## config.mk

```make
export PLATFORM = sky130hd
export DESIGN_NAME = fetch_unit_flat
export DESIGN_NICKNAME = d
export VERILOG_FILES = /design/src/rtl/fetch_unit_pkg.sv /design/src/rtl/fetch_unit_if.sv /design/src/rtl/fetch_unit_sat_counter.sv /design/src/rtl/fetch_unit.sv /design/src/flat_wrapper.sv
export SDC_FILE = /design/constraint.sdc
export NUM_CORES = 1
export LEC_CHECK = 0
export BUFFER_PORTS_ARGS = -buffer_cell sky130_fd_sc_hd__buf_2
export CAP_MARGIN = 20
export CORE_MARGIN = 3
export CORE_UTILIZATION = 47
export DETAILED_ROUTE_END_ITERATION = 16
export HOLD_SLACK_MARGIN = 0.06
export PLACE_DENSITY = 0.88
export SYNTH_ARGS = -nofsm -noshare
export SYNTH_HDL_FRONTEND = slang
export SYNTH_HIERARCHICAL = 1
export SYNTH_SLANG_ARGS = --single-unit
```

## constraint.sdc

```tcl
create_clock -name clk -period 2.3 [get_ports clk]
set_input_delay 0.115 -clock clk [delete_from_list [all_inputs] [get_ports clk]]
set_output_delay 0.115 -clock clk [all_outputs]
set_load 0.05 [all_outputs]
```

## src/rtl/fetch_unit_pkg.sv

```systemverilog
// Shared pipeline definitions for the fetch stage: XLEN, reset PC default,
// fetch FSM state encoding and a word-alignment helper.
package fetch_unit_pkg;

   localparam int unsigned XLEN = 32;
   localparam logic [XLEN-1:0] RESET_PC_DEFAULT = 32'h0000_0000;

   typedef enum logic [1:0] {
      SEQ     = 2'd0,
      TAKEN   = 2'd1,
      RECOVER = 2'd2
   } fetch_state_t;

   // Clear the byte-offset bits of an instruction address.
   function automatic logic [XLEN-1:0] align_word(input logic [XLEN-1:0] addr);
      return {addr[XLEN-1:2], 2'b00};
   endfunction

endpackage

```

## src/rtl/fetch_unit_if.sv

```systemverilog
// Fetch-stage bus: HCU/Decode/Execute control into the fetch unit, PC and
// status back out.
//   master: drives StallF, branch_D, jump_D, PC_D, imm_D, mispredict_E, PCPlus4_E
//   slave : drives PC_F, PCPlus4_F, branched_flag_F, misalign_err,
//           branch_cnt, mispredict_cnt
interface fetch_unit_if #(
   parameter int unsigned CNT_W = 16
);
   import fetch_unit_pkg::*;

   logic             StallF;
   logic             branch_D;
   logic             jump_D;
   logic [XLEN-1:0]  PC_D;
   logic [XLEN-1:0]  imm_D;
   logic             mispredict_E;
   logic [XLEN-1:0]  PCPlus4_E;
   logic [XLEN-1:0]  PC_F;
   logic [XLEN-1:0]  PCPlus4_F;
   logic             branched_flag_F;
   logic             misalign_err;
   logic [CNT_W-1:0] branch_cnt;
   logic [CNT_W-1:0] mispredict_cnt;

   modport master (
      output StallF, branch_D, jump_D, PC_D, imm_D, mispredict_E, PCPlus4_E,
      input  PC_F, PCPlus4_F, branched_flag_F, misalign_err, branch_cnt, mispredict_cnt
   );

   modport slave (
      input  StallF, branch_D, jump_D, PC_D, imm_D, mispredict_E, PCPlus4_E,
      output PC_F, PCPlus4_F, branched_flag_F, misalign_err, branch_cnt, mispredict_cnt
   );

endinterface

```

## src/rtl/fetch_unit_sat_counter.sv

```systemverilog
// Saturating up-counter used for fetch performance statistics.
//   clk, nreset : clock, async active-low reset
//   inc         : count one event this cycle
//   o_count     : current count, holds at all-ones
module sat_counter #(
   parameter int unsigned W = 16
) (
   input  logic         clk,
   input  logic         nreset,
   input  logic         inc,
   output logic [W-1:0] o_count
);

   logic [W-1:0] r_count;

   always_ff @(posedge clk or negedge nreset) begin
      if (!nreset) begin
         r_count <= '0;
      end else if (inc && (r_count != {W{1'b1}})) begin
         r_count <= r_count + W'(1);
      end
   end

   assign o_count = r_count;

endmodule

```

## src/rtl/fetch_unit.sv

```systemverilog
// Fetch-stage PC controller: next-PC selection (mispredict recovery, stall,
// static predict-taken redirect, sequential), fetch FSM and statistics.
//   clk, nreset : clock, async active-low reset
//   bus         : fetch_unit_if.slave (HCU/Decode/Execute in, PC/status out)
module fetch_unit
   import fetch_unit_pkg::*;
#(
   parameter logic [XLEN-1:0] RESET_PC = RESET_PC_DEFAULT,
   parameter int unsigned     CNT_W    = 16
) (
   input  logic        clk,
   input  logic        nreset,
   fetch_unit_if.slave bus
);

   fetch_state_t    r_state;
   fetch_state_t    w_state_nxt;
   logic [XLEN-1:0] r_pc;
   logic [XLEN-1:0] w_pc_nxt;
   logic [XLEN-1:0] w_target;
   logic            r_branched;
   logic            r_misalign;
   logic            w_misalign;
   logic            w_pred_ok;
   logic            w_pred_redirect;

   assign w_target = bus.PC_D + bus.imm_D;

   // A Decode branch/jump redirects only once, and never right after a flush.
   assign w_pred_ok = (bus.branch_D || bus.jump_D) && !r_branched && (r_state != RECOVER);

   // Next-PC priority: mispredict > stall > predicted redirect > sequential.
   always_comb begin
      w_state_nxt     = r_state;
      w_pc_nxt        = r_pc;
      w_misalign      = 1'b0;
      w_pred_redirect = 1'b0;
      if (bus.mispredict_E) begin
         w_pc_nxt    = align_word(bus.PCPlus4_E);
         w_misalign  = |bus.PCPlus4_E[1:0];
         w_state_nxt = RECOVER;
      end else if (bus.StallF) begin
         // TAKEN waits for Decode to advance; RECOVER lasts one cycle only.
         if (r_state == RECOVER) begin
            w_state_nxt = SEQ;
         end
      end else if (w_pred_ok) begin
         w_pc_nxt        = align_word(w_target);
         w_misalign      = |w_target[1:0];
         w_pred_redirect = 1'b1;
         w_state_nxt     = TAKEN;
      end else begin
         w_pc_nxt    = r_pc + XLEN'(4);
         w_state_nxt = SEQ;
      end
   end

   // State, PC and status registers.
   always_ff @(posedge clk or negedge nreset) begin
      if (!nreset) begin
         r_state    <= SEQ;
         r_pc       <= RESET_PC;
         r_branched <= 1'b0;
         r_misalign <= 1'b0;
      end else begin
         r_state    <= w_state_nxt;
         r_pc       <= w_pc_nxt;
         r_branched <= (w_state_nxt == TAKEN);
         r_misalign <= r_misalign | w_misalign;
      end
   end

   assign bus.PC_F            = r_pc;
   assign bus.PCPlus4_F       = r_pc + XLEN'(4);
   assign bus.branched_flag_F = r_branched;
   assign bus.misalign_err    = r_misalign;

   sat_counter #(.W(CNT_W)) u_branch_cnt (
      .clk     (clk),
      .nreset  (nreset),
      .inc     (w_pred_redirect),
      .o_count (bus.branch_cnt)
   );

   sat_counter #(.W(CNT_W)) u_mispredict_cnt (
      .clk     (clk),
      .nreset  (nreset),
      .inc     (bus.mispredict_E),
      .o_count (bus.mispredict_cnt)
   );

endmodule

```

## src/flat_wrapper.sv

```systemverilog
// flat-port wrapper written by rule: the top's interface ports become plain ports
module fetch_unit_flat import fetch_unit_pkg::*;
#(
   parameter logic [XLEN-1:0] RESET_PC = RESET_PC_DEFAULT,
   parameter int unsigned     CNT_W    = 16
)
  (clk, nreset, bus_StallF, bus_branch_D, bus_jump_D, bus_PC_D, bus_imm_D, bus_mispredict_E, bus_PCPlus4_E, bus_PC_F, bus_PCPlus4_F, bus_branched_flag_F, bus_misalign_err, bus_branch_cnt, bus_mispredict_cnt);
  fetch_unit_if #(.CNT_W(CNT_W)) bus_i ();
  input  logic clk;
  input  logic nreset;
  input wire logic [$bits(bus_i.StallF)-1:0] bus_StallF;
  input wire logic [$bits(bus_i.branch_D)-1:0] bus_branch_D;
  input wire logic [$bits(bus_i.jump_D)-1:0] bus_jump_D;
  input wire logic [$bits(bus_i.PC_D)-1:0] bus_PC_D;
  input wire logic [$bits(bus_i.imm_D)-1:0] bus_imm_D;
  input wire logic [$bits(bus_i.mispredict_E)-1:0] bus_mispredict_E;
  input wire logic [$bits(bus_i.PCPlus4_E)-1:0] bus_PCPlus4_E;
  output wire logic [$bits(bus_i.PC_F)-1:0] bus_PC_F;
  output wire logic [$bits(bus_i.PCPlus4_F)-1:0] bus_PCPlus4_F;
  output wire logic [$bits(bus_i.branched_flag_F)-1:0] bus_branched_flag_F;
  output wire logic [$bits(bus_i.misalign_err)-1:0] bus_misalign_err;
  output wire logic [$bits(bus_i.branch_cnt)-1:0] bus_branch_cnt;
  output wire logic [$bits(bus_i.mispredict_cnt)-1:0] bus_mispredict_cnt;
  assign bus_i.StallF = bus_StallF;
  assign bus_i.branch_D = bus_branch_D;
  assign bus_i.jump_D = bus_jump_D;
  assign bus_i.PC_D = bus_PC_D;
  assign bus_i.imm_D = bus_imm_D;
  assign bus_i.mispredict_E = bus_mispredict_E;
  assign bus_i.PCPlus4_E = bus_PCPlus4_E;
  assign bus_PC_F = bus_i.PC_F;
  assign bus_PCPlus4_F = bus_i.PCPlus4_F;
  assign bus_branched_flag_F = bus_i.branched_flag_F;
  assign bus_misalign_err = bus_i.misalign_err;
  assign bus_branch_cnt = bus_i.branch_cnt;
  assign bus_mispredict_cnt = bus_i.mispredict_cnt;
  fetch_unit #(.RESET_PC(RESET_PC), .CNT_W(CNT_W)) u_core (.clk(clk), .nreset(nreset), .bus(bus_i));
endmodule
```

* After elaboration in Yosys (flattened, before gate mapping) *
Index checks and enable logic that the tools add are counted.

operators by class
  add/sub/neg operators = 4
  equality and inequality tests = 6
  muxes and demuxes = 13
  bitwise logic cells = 1
  reduce and logical (&&, ||, !) cells = 8

operators by type and width
  kind                                                                      count
  32-bit two-way mux                                                        3
  16-bit by 1-bit adder with 16-bit output (second input constant)          2
  32-bit by 3-bit adder with 32-bit output (second input constant)          1
  32-bit adder                                                              1
  16-bit inequality test (second input constant)                            2
  1-bit two-way mux                                                         7
  2-bit two-way mux                                                         3
  1-bit logical AND                                                         4
  2-bit OR reduction                                                        2
  2-bit by 1-bit equality test with 1-bit output (second input constant)    1
  2-bit equality test (second input constant)                               1
  2-bit by 1-bit inequality test with 1-bit output (second input constant)  1
  2-bit inequality test (second input constant)                             1
  1-bit logical NOT                                                         1
  1-bit logical OR                                                          1
  1-bit bitwise OR                                                          1

storage, ports and cells
  flip-flop bits (word level) = 68
  input bits = 102
  output and inout port bits = 98
  word-level logic and storage cells = 38

* Longest topological paths before layout *
Gate-level depths: netlist (run 1).

  depth after elaboration = 7
  mapped depth = 9
  gate-level depth less buffers = 9

* By module *
The synthesis (run 1) kept the hierarchy.

by module, submodules not included
  module       times used  cells each  area an instance (um2)  seq. area each (um2)
  fetch_unit   1           571         4,386.7                 850.8
  sat_counter  2           72          859.6                   400.4

* Worst setup path after synthesis (run 1) *
OpenSTA, ideal clock, no wires.

  kind = reg-to-reg
  from = register u_core.r_pc[3], in the netlist u_core/bus.PC_F[3]
  to = register u_core.r_pc[30], in the netlist u_core/bus.PC_F[30]
  setup time = 0.083 ns
  data arrival time = 3.129 ns
  required time = 2.217 ns
  slack = -0.911 ns
  stages on the path, launching flop included = 10
  buffers on the path = 1
  clock period less this slack = 3.211 ns
  path through = dfrtp_1 ha_1 and4_1 nor3b_4 and3_1 buf_4 nand4_1 xnor2_1 a221oi_1 o21ai_0

between the ends
  longest elaborated chain between the ends = 4

RTL lines
  element                                   line                source
  start: declaration                        fetch_unit.sv:18    logic [XLEN-1:0] r_pc;
  start signal: assignment                  fetch_unit.sv:67    r_pc <= w_pc_nxt;
  32-bit by 3-bit adder with 32-bit output  --
  via bus_PCPlus4_F[30]                     flat_wrapper.sv:19  output wire logic [$bits(bus_i.PCPlus4_F)-1:0] bus_PCPlus4_F;
  32-bit two-way mux                        fetch_unit.sv:47    end else if (w_pred_ok) begin
  32-bit two-way mux                        fetch_unit.sv:42    end else if (bus.StallF) begin
  32-bit two-way mux                        fetch_unit.sv:38    if (bus.mispredict_E) begin

The timed path passes the listed nets, and every way through them passes these cells. The select of a mux whose other input is x is not followed.
A chain may end at the register's enable or synchronous reset.

* Final worst setup path (run 1) *
  from = register u_core.r_pc[8], in the netlist u_core/bus.PC_F[8]
  to = output port bus_PCPlus4_F[29]

between the ends
  longest elaborated chain between the ends = 1

RTL lines
  element                                   line                source
  32-bit by 3-bit adder with 32-bit output  fetch_unit.sv:74    assign bus.PCPlus4_F = r_pc + XLEN'(4);
  end: declaration                          flat_wrapper.sv:19

No other way between the ends.

==> results by stage, run 1 <==
Power:
- After layout, the design draws a total of 5970 µW.
- The maximum ir drop on the vdd rail is 0.388 mV.
- The power density of the placed cells is 676 nW/µm².
- The static leakage power is 0.00414 µW.

Drt:
- The count of nets left with antenna violations once routing finished came out at 0.
- For this block, the routed nets add up to 22.9 mm of wire.
- The total vias in the final route is 7267.
- The detail-routed net length per standard cell is 19.6 µm.
- The total DRC errors in the routed layout is 0.
- Dividing the detail-routed via count by the number of cells gives 6.23.
- The number of iterations in the first detailed-routing pass is 7.
- For this block, the initial DRC count from the detailed router was 869.

CTS:
- The H-tree was split into 3 levels.
- The maximum count of clock buffers along a single path is 2.
- TritonCTS built the clock tree.
- The clock latency on the worst-skew pair is 0.34 ns.
- After clock tree synthesis, the clock-pin slew on the worst setup and hold paths is 0.06 ns.
- CTS placed an instance of clkbuf_16 at the clock tree root.
- The number of buffers created by CTS is 9.
- The tree built by TritonCTS fans out to 66 sinks.

Floorplan:
- In this run the standard cell core region covers 12700 µm².
- The I/O pin count is 200.
- The row count is 41.
- The die is 120 µm wide.
- The starting density of the core is 48.2%.
- The area of the die is 14400 µm².
- The floorplan step set the die height to 120 µm.

Layout:
- The layout-stage area growth over the synthesis result is 44.8%.
- The proportion of layout cells with a drive suffix above 1 is 40.7%.
- The layout has 936 filler cells.
- The library cell used most frequently in the layout, excluding fill and tap cells, is buf_2.
- The sequential standard cell area is 1670 µm².
- After the last flow step, the layout net total stands at 1126.
- In the layout the commonest cells are buf_2, buf_4, nand2_1.
- The multi-input combinational cells in the finished layout cover a total of 4650 µm².

Synthesis:
- Summed over all instances, the cell type with the most area after synthesis is dfrtp_1.
- Sorting the synthesized cells by area gives the leading types as dfrtp_1, ha_1, xnor2_1.
- The distinct cell type count after synthesis is 87.
- The number of enable-type register cells in the synthesized netlist is 0.
- The cell count after synthesis came out at 715.
- In the synthesized netlist the dominant register cell turns out to be dfrtp_1.
- The share of async-settable or async-resettable flops after synthesis is 100%.
- The synthesized netlist occupies a cell area of 6110 µm².
- Synthesis inferred 66 register bits.
- The average instance area after synthesis is 8.54 µm².
- Summed over its instances, the top area cell type makes up 27.0% of the synthesized netlist area.
- For this run, the number of Yosys warnings is 6.
- The share of the yosys chip area belonging to registers is 27.0%.

Place:
- The wire-length estimate of the detail-placed layout is 16.2 mm.
- The final estimated routing congestion in global placement is 0.967.
- The pre-CTS setup slack is -0.223 ns.
- The number of port buffers is 195.

Outcome:
- The checks that failed: setup timing.
- The run finished, with violations left.

Timing:
- The fraction of the cycle the final worst path needs is 108%.
- Setup repair after global routing could not meet its margin everywhere.
- The maximum clock frequency is 404 MHz.
- For the pin with the worst max-slew slack, the measured transition is 0.574 ns.
- The total count of hold-check failures in the final report is 0.
- Headroom to the max-slew limit came out at 61.2%.
- Setup violations remaining at the end of the flow were counted as 12.
- For the finished layout, the period the worst path requires is 2.47 ns.
- The max-slew violation count came to 0.
- Setup slack on the critical path of the routed design comes to -0.173 ns.
- On the final layout, the worst clock skew is 0.00942 ns.
- The tightest hold path in the finished design has a slack of 0.0696 ns.

GRT:
- The wire length of the first global-routing pass is 34.3 mm.
- The number of global-route vias before repair came to 6629.
- Entering global routing, the biggest net connects 46 pins.
- After global routing the overflow that remains totals 0.
- The total routing resource utilization after global routing is 29.4%.
- The number of antenna violations at the first check in global routing came to 1.

Critical path:
- The arrival time of the worst setup path is 2.36 ns.
- The worst setup path is captured at an output port.
- The critical path data required time is 2.18 ns.
- The worst setup path is of the reg -> out kind.
- STA classifies the critical path startpoint as a register.
- The highest net fanout along the worst path is 3.

Job:
- The number of max-capacitance violations reported is 0.

Min path:
- The path type of the worst min-delay path is in -> reg.
## cell type report
| type | instances | area share (%) |
|---|---|---|
| multi-input cells | 598 | 52.6 |
| repair buffers | 300 | 21.9 |
| flip-flops and latches | 66 | 18.9 |
| clock buffers | 10 | 2.59 |
| well taps | 172 | 2.43 |
| clock inverters | 6 | 1.01 |
| inverters | 14 | 0.595 |
| diodes | 1 | 0.0283 |
## synth_stat cells (4+ instances only)
cell type	number
a21o_1	15
a21oi_1	55
a221oi_1	14
a31oi_1	13
and3_1	20
and4_1	5
buf_4	6
buf_6	4
clkbuf_1	23
dfrtp_1	66
ha_1	34
inv_1	14
mux2i_1	6
nand2_1	73
nand3_1	30
nand4_1	26
nor2_1	50
nor3_1	19
nor4_4	5
o211ai_1	6
o21a_1	18
o21ai_0	38
o21bai_1	4
o221ai_1	8
or3_1	5
xnor2_1	34
xor2_1	29
## what timing repair did
action                     CTS  global route
buffers inserted             8             6
hold endpoints to repair    36             1
hold buffers                17             1
setup endpoints to repair   18            27
gates resized for setup     29            41
pin swaps                    9            14
cloned                       0             0
## worst max-delay path, cell delays in order (launching register included)
cell and delay (ns):
dfrtp_2 0.39, nand4_4 0.13, nor4_4 0.40, nand4_1 0.22
buf_4 0.21, buf_4 0.16, nor2_4 0.10, xor2_1 0.19
buf_4 0.23
## final timing paths
path | slack (ns) | end | startpoint | cells after the start
worst min-delay path | 0.07 | u_core/bus.PC_F[23] | bus_PCPlus4_E[23] | 3
worst max register to register | -0.06 | u_core/bus.PC_F[28] | u_core/bus.PC_F[3] | 11
worst min register to register | 0.50 | u_core/bus.misalign_err | u_core/bus.misalign_err | 1
min in group asynchronous | 0.32 | u_core/u_mispredict_cnt/o_count[5] | nreset | 2
max in group asynchronous | 1.32 | u_core/bus.PC_F[12] | nreset | 3
worst max-delay path | -0.17 | bus_PCPlus4_F[29] | u_core/bus.PC_F[8] | 8
## through the flow
| stage | instances | setup TNS (ns) | util, % | cell area [µm²] |
|---|---|---|---|---|
| final | 1167 | -1.09 | 69.8 | 8840 |
| after global routing | 1167 | -1.59 | 69.8 | 8840 |
| after CTS | 1158 | -0.248 | 67.9 | 8600 |
| after detailed placement | 1118 | -0.880 | 62.9 | 7970 |
| after global placement | 1118 | -0.216 | 62.9 | 7970 |
| after floorplan | 718 | -2.23 | - | 6460 |
## power by group
part | leakage, µW | switching [µW] | internal [µW]
registers | 0.000820 | 278 | 1330
clock network | 0.000149 | 538 | 951
logic | 0.00317 | 1910 | 970
## flip-flops by register name (all words and copies together), names as in the netlist
name	flops
u_core/bus.PC_F	30
u_core/u_branch_cnt/o_count	16
u_core/u_mispredict_cnt/o_count	16
u_core/r_state	2
u_core/bus.branched_flag_F	1
u_core/bus.misalign_err	1
## layer usage
layer  part of all wire, %  GRT usage [%]
met3                    11           4.81
met2                    46           45.7
met5                     0              0
met1                    39           40.4
met4                   4.5           12.7
## cell families (layout without fill, tap and decap cells)
family / count (synthesis) / after routing / synth area share [%]
compound gates: 211 / 211 / 24.0
xor+xnor: 64 / 64 / 9.30
fa+ha+maj: 35 / 35 / 7.30
buf+inv: 54 / 330 / 4.61
flops: 66 / 66 / 27.0
mux: 10 / 10 / 1.72
other cells: 1 / 5 / 0.0614
simple gates: 274 / 274 / 26.0
Note: power is estimated with default switching activity, not from simulation.
==> inputs of run 2 (changes only) <==
==> constraint.sdc (replaced) <==
create_clock -name clk -period 2.3 [get_ports clk]
set_input_delay 0.115 -clock clk [delete_from_list [all_inputs] [get_ports clk]]
set_output_delay 0.115 -clock clk [all_outputs]
set_load 0.01 [all_outputs]
==> run 2 against run 1 <==
The flow still finishes with violations (setup timing). Fmax grew 2.9%. Sequential power shrank 2%. Utilization shrank 3.5 points. Clock power shrank 6%. Combinational power shrank 32%. Hold slack lost 0.0037 ns. Power shrank 17%. Setup slack gained 0.069 ns. Sequential share of layout area grew 0.80 points. Design area shrank 5.0%. First-iteration DRC count shrank 9.8%. Register-to-register slack gained 0.12 ns. Largest cell class unchanged. Largest power group unchanged.
==> results by stage, run 2 (synthesis gave the netlist of run 1 again) <==
Outcome:
- The run finished, with violations left.
- The checks that failed: setup timing.

Critical path:
- The worst reg-to-reg setup slack is 0.06 ns.
- The capturing instance or port of the critical path is bus_PCPlus4_F[30].
- The critical path starts at u_core/bus.PC_F[3].
- Data on the critical path arrives at its endpoint at 2.29 ns.
- The worst setup path is launched from a register.
- The endpoint class of the critical path is an output port.
- The launch instance of the worst register-to-register path is u_core/bus.PC_F[3].
- The critical path data required time is 2.18 ns.
- The endpoint identified for the worst register-to-register timing path is u_core/bus.PC_F[30].
- The number of cells on the worst reg-to-reg path is 9.
- The setup path with the least slack is of type reg -> out.
- Along the worst path, the maximum fanout reaches 5.

Power:
- IR analysis of the VDD net gives a maximum drop of 0.331 mV.
- For this design the static power due to leakage is 0.00400 µW.
- Dividing total power by cell area gives a power density of 588 nW/µm².

Layout:
- After filler insertion, the fill cell instance count of the layout stands at 987.
- Leaving out fill and tap cells, the most frequent cell in the layout is buf_2.
- Cells fill 66.3% of the core in the end.
- In the final design database the tool counted 1126 nets.
- The proportion of layout cells with a drive suffix above 1 is 36.3%.
- The number of flip-flops in the largest register is 30.
- The area growth from synthesis to layout is 37.5%.
- 0 antenna diodes ended up in the layout.
- In the layout the commonest cells are buf_2, buf_4, nand2_1.

CTS:
- The clock tree synthesis step divided the H-tree into 3 levels.
- The tree built by TritonCTS fans out to 66 sinks.
- In this run, CTS created clock tree buffers numbering 9.
- Clock-pin slew was measured on the worst setup and hold paths at 0.06 ns.
- The clock latency on the worst-skew pair is 0.34 ns.
- CTS placed an instance of clkbuf_16 at the clock tree root.
- The maximum count of clock buffers along a single path is 2.
- The TritonCTS clock tree is built.

Drt:
- After detailed routing, the average wire length per cell comes to 18.3 µm.
- For this block, the initial DRC count from the detailed router was 784.
- Summed over all layers, the routed wires come to 21.4 mm.
- In the routed layout, each cell is associated on average with a via count of 6.00.
- For this run, the detailed router's first-pass iteration total came to 5.
- After detailed routing, the number of remaining DRC violations is 0.
- Detailed routing inserted a total of 6994 vias.
- The count of antenna-violating nets left after detailed routing is 0.

Min path:
- The worst hold path stage count is 3.
- The path type of the worst min-delay path is in -> reg.

Floorplan:
- In this run the standard cell core region covers 12700 µm².
- The row count is 41.
- The area of the die is 14400 µm².
- The I/O pin count is 200.
- The starting density of the core is 48.2%.
- The height of the chip is 120 µm.
- The die span in x is 120 µm.

Place:
- The number of port buffers is 195.
- At the end of routability-driven placement, the weighted congestion stood at 0.984.
- The pre-CTS setup slack is -0.261 ns.
- The HPWL after detailed placement is 15.9 mm.

Timing:
- Setup violations remaining at the end of the flow were counted as 6.
- The worst setup skew after layout is 0.00429 ns.
- The setup total negative slack is -0.268 ns.
- Measured against its own limit, the worst slew margin works out to 49.9%.
- For the finished layout, the period the worst path requires is 2.40 ns.
- The post-layout worst setup margin is -0.104 ns.
- The slew at the pin with the worst max-slew slack is 0.747 ns.
- The max-slew violation count is 0.
- Dividing the final minimum period by the clock period gives 105%.
- The total count of hold-check failures in the final report came to 0.
- The maximum clock frequency is 416 MHz.
- Setup repair after global routing could not meet its margin everywhere.

GRT:
- The total routing resource utilization after global routing is 28.9%.
- The number of global-route vias before repair is 6741.
- Entering global routing, the biggest net connects 35 pins.
- Global routing finished with a remaining overflow of 0.
- The number of antenna violations at the first check in global routing is 0.
- The wire length of the first global-routing pass is 33.9 mm.

Job:
- The number of max-capacitance violations reported is 0.
run 2: cell types whose count changed in the layout (fill, tap and decap cells not counted), sizes merged:
cell | before | now
buf | 277 | 274
bufinv | 2 | 1
clkbuf | 15 | 9
clkinv | 1 | 0
clkinvlp | 2 | 4
diode | 1 | 0
dlygate4sd3 | 18 | 26
inv | 15 | 16
run 2: worst min path at each step:
| stage | startpoint | to | slack (ns) |
|---|---|---|---|
| final | bus_PCPlus4_E[16] | u_core/bus.PC_F[16] | 0.07 |
| after global routing | bus_PCPlus4_E[16] | u_core/bus.PC_F[16] | 0.08 |
| after CTS | bus_PCPlus4_E[16] | u_core/bus.PC_F[16] | 0.07 |
| after detailed placement | nreset | u_core/u_branch_cnt/o_count[11] | 0.11 |
| after global placement | nreset | u_core/u_branch_cnt/o_count[11] | 0.11 |
| after floorplan | nreset | u_core/bus.PC_F[10] | -0.18 |
run 2: what timing repair did:
action	CTS	global route
gates resized for setup	10	23
pin swaps	6	16
hold buffers	26	0
endpoints found under the hold margin	45	0
setup endpoints to repair	10	18
gates cloned	0	0
setup buffers	7	5
run 2: cell type report:
| type | count | area [µm²] | area share (%) |
|---|---|---|---|
| Tap cell | 172 | 215 | 2.56 |
| Inverter | 14 | 52.6 | 0.626 |
| Multi-Input combinational cell | 598 | 4330 | 51.5 |
| Clock inverter | 7 | 77.6 | 0.924 |
| Timing Repair Buffer | 300 | 1850 | 22.0 |
| Clock buffer | 9 | 225 | 2.68 |
| Sequential cell | 66 | 1650 | 19.7 |
run 2: worst max-delay path, cell delays in order, from the launching register on:
cell and delay [ns]:
dfrtp_1 0.39, ha_2 0.20, and4_4 0.23, nor3b_4 0.25
and3_4 0.27, nand4_1 0.15, xnor2_2 0.22, buf_4 0.15
buf_6 0.09
run 2: where the power goes:
group,switching (µW),internal (µW)
combinational,1100,875
sequential,244,1320
clock,554,845
total,1890,3040
run 2: through the flow:
step	total power, µW	hold WS [ns]	instance area [µm²]	std cells
3_3_place_gp	3330	0.107	7590	1112
4_1_cts	4840	0.0701	8240	1161
3_5_place_dp	3370	0.109	7590	1112
2_1_floorplan	2600	-0.181	6120	718
6_report	4940	0.0659	8400	1166
5_1_grt	5200	0.0752	8400	1166
run 2: layer usage:
metal	GRT usage [%]	vias to the layer above	share of wire (%)
li1	-	3225	-
met1	37.9	3243	40
met2	46.2	428	46
met3	5.37	98	8.5
met4	13.7	0	5.0
met5	0	-	0
==> inputs of run 3 (changes only) <==
Settings changed: CORE_UTILIZATION 47 to 52, PLACE_DENSITY 0.88 to 0.92.
Clock period 2.3 ns to 2.4 ns, I/O delays scaled along.
==> run 3 against run 2 <==
The flow still finishes with violations (setup timing). Setup slack better by 0.056 ns. Critical path depth down 1. Clock skew about the same. First-iteration DRC count up 40%. Via count up 0.74%. Critical endpoint is now bus_PCPlus4_F[21]. Register-to-register slack worse by 0.02 ns.
==> results by stage, run 3 (synthesis gave the netlist of run 1 again) <==
Floorplan:
- Once the floorplan was initialized, standard cells occupied 54.6% of the core.
- 200 I/O pins were placed.
- The area of the die is 13100 µm².
- Measured along the y axis, the die boundary spans 114 µm.
- The floorplan has 38 rows.
- The total area inside the core boundary comes to 11200 µm².
- The die span in x is 114 µm.

GRT:
- The total routing resource utilization after global routing is 31.3%.
- The wire length of the first global-routing pass is 32.9 mm.
- The number of antenna violations at the first check in global routing is 1.
- The aggregate global routing overflow is 0.
- The maximum number of pins on one net before global-route repair is 54.
- The number of global-route vias before repair is 6485.

Place:
- The final estimated routing congestion in global placement is 0.910.
- The area of placed instances is 7340 µm².
- The HPWL after detailed placement is 15.2 mm.
- The number of port buffers is 195.

Critical path:
- The delay of the slowest cell on the worst path is 0.42 ns.
- The signal on the critical path passes through nand4_4 -> nor4_4 -> buf_4 -> nand4_1 -> nor2_1 -> xor2_1 -> buf_2.
- The worst setup path is of the reg -> out kind.
- STA classifies the critical path endpoint as an output port.
- The worst reg-to-reg setup slack is 0.04 ns.
- The arrival time of the worst setup path is 2.33 ns.
- STA classifies the critical path startpoint as a register.
- The startpoint identified for the worst register-to-register timing path is u_core/bus.PC_F[2].
- Counting cells, the worst reg-to-reg path comes to 9.
- The worst reg2reg path endpoint is u_core/bus.PC_F[26].
- For this design, the slowest cell found on the critical path is dfrtp_2.
- For the worst setup path, the data required time is 2.28 ns.
- In this run the worst path has a maximum fanout of 4.

Layout:
- The commonest non-fill, non-tap cell in the layout is buf_2.
- The finished cells cover 8180 µm².
- The final-stage net count is 1104.
- Counting the fill cells in the layout gives 795.
- The register with the most flip-flops in the layout has 30 of them.
- The top cell types in the final layout, fill and taps aside, are buf_2, nand2_1, buf_4.
- The layout-stage area growth over the synthesis result is 33.9%.
- The post-route netlist has 35.2% of its cells at a drive strength greater than 1.
- Measured on the finished design, the core utilization comes to 73.2%.

Timing:
- The slew at the pin with the worst max-slew slack is 0.768 ns.
- The worst setup skew after layout is 0.00437 ns.
- The total count of hold-check failures in the final report is 0.
- The total of endpoints with negative setup slack in the final report is 3.
- The post-layout worst setup margin is -0.0472 ns.
- Setup repair after global routing could not meet its margin everywhere.
- Headroom to the max-slew limit came out at 48.8%.
- The fraction of the cycle the final worst path needs is 102%.
- The maximum clock frequency is 409 MHz.
- Subtracting the final worst setup slack from the clock period gives 2.45 ns.
- The max-slew violation count is 0.

Outcome:
- The final reports fail on setup timing.
- The run finished, with violations left.

Drt:
- The detail-routed net length per standard cell is 19.6 µm.
- Dividing the detail-routed via count by the number of cells gives 6.33.
- The final wirelength is 21.8 mm.
- The total DRC errors in the routed layout is 0.
- The total vias in the final route is 7046.
- The number of iterations in the first detailed-routing pass is 6.
- The count of antenna-violating nets left after detailed routing is 0.
- In this run, the number of DRC markers left after iteration 0 of detailed routing was 1097.

Min path:
- The path type of the worst min-delay path is in -> reg.
- Along the worst hold path, the cell count comes to 3.
- The worst hold path terminates at u_core/bus.PC_F[19].
- The startpoint identified for the worst hold timing path is bus_PCPlus4_E[19].

CTS:
- The clock sink total is 66.
- The maximum count of clock buffers along a single path is 2.
- TritonCTS built the clock tree.
- The CTS H-tree depth is 3.
- The number of buffers created by CTS is 9.
- Clock tree synthesis selected as its root buffer the cell clkbuf_16.
- The clock latency on the worst-skew pair is 0.34 ns.
- The post-CTS clock slew at the launch and capture registers of the worst setup and hold paths is 0.06 ns.

Power:
- In this run the static leakage power is 0.00390 µW.
- The relative contribution of the clock network to total power is 30.4%.
- The portion of total power attributed to sequential cells is 32.0%.
- The power density of the placed cells is 587 nW/µm².
- The part of the power in combinational logic is 37.5%.
- VDD sags by at most 0.515 mV.
- Net switching is 37.1% of the power.
- The internal power contribution is 3020 µW.
- In this run the power spent charging and discharging nets is 1780 µW.

Job:
- Across the run, the number of max-cap violations was 0.
[run 3: cell count changes in the layout (fill, tap and decap cells not counted), moves of 2 or more]
cell / change
clkbuf_8: +2
clkinvlp_4: -4
dfrtp_1: -7
xnor2_2: -3
xnor2_1: +3
dfrtp_2: +7
nor2_1: +2
buf_4: -18
inv_6: -2
dlygate4sd3_1: -5
[run 3: routing by layer]
metal | track usage (%) | wire, µm
met1 | 42.1 | 8650
met2 | 50.0 | 10000
met3 | 3.86 | 2220
met4 | 15.3 | 952
met5 | 0 | 0
[run 3: power groups by stage]
stage	registers (µW)	logic (µW)	clock network, µW
floorplan	1550	940	0
finish	1540	1800	1460
CTS	1520	1680	1460
detailed placement	1530	1620	0
global placement	1530	1590	0
global route	1570	1940	1520
[run 3: final cells by class]
class / instances / area, µm² / area share (%)
clock buffers: 12 / 256 / 3.14
inverters: 14 / 52.6 / 0.643
multi-input cells: 598 / 4280 / 52.3
diodes: 1 / 2.50 / 0.0306
well taps: 140 / 175 / 2.14
repair buffers: 278 / 1670 / 20.5
clock inverters: 4 / 73.8 / 0.903
flip-flops and latches: 66 / 1660 / 20.3
[run 3: worst max path at each step]
stage / startpoint / endpoint / slack, ns / depth (start not counted)
6_report: u_core/bus.PC_F[10] / bus_PCPlus4_F[21] / -0.05 / 7
5_1_grt: u_core/bus.PC_F[2] / bus_PCPlus4_F[21] / -0.16 / 8
4_1_cts: u_core/bus.PC_F[3] / bus_PCPlus4_F[22] / 0.006 / 8
3_5_place_dp: bus_PC_D[0] / u_core/bus.PC_F[20] / -0.12 / 10
3_3_place_gp: bus_PC_D[0] / u_core/bus.PC_F[20] / -0.07 / 10
2_1_floorplan: u_core/bus.PC_F[2] / u_core/bus.PC_F[30] / 0.10 / 9
[run 3: critical path: cells and delay by family, from the launching register on]
kind | cells | cell delay, ns
DFF | 1 | 0.42
buffers and inverters | 2 | 0.37
xor gates and xnor gates | 1 | 0.26
and+or+nand+nor | 4 | 0.92
[run 3: repair_timing]
action                                 4_1_cts  5_1_grt
buffers inserted                             7       17
hold buffers                                21        0
pin swaps                                    4       14
setup endpoints to repair                   10       18
resized for setup                            8       21
endpoints found under the hold margin       51        0
[run 3: stage by stage]
stage	std cells	worst slack [ns]	setup TNS, ns	hold WS, ns	power (µW)
floorplan	718	0.102	0	-0.176	2490
global placement	1051	-0.0694	-0.122	0.237	3120
detailed placement	1051	-0.123	-0.411	0.237	3160
CTS	1095	0.00632	0	0.0628	4660
global route	1113	-0.160	-0.878	0.0823	5020
finish	1113	-0.0472	-0.0731	0.0611	4800
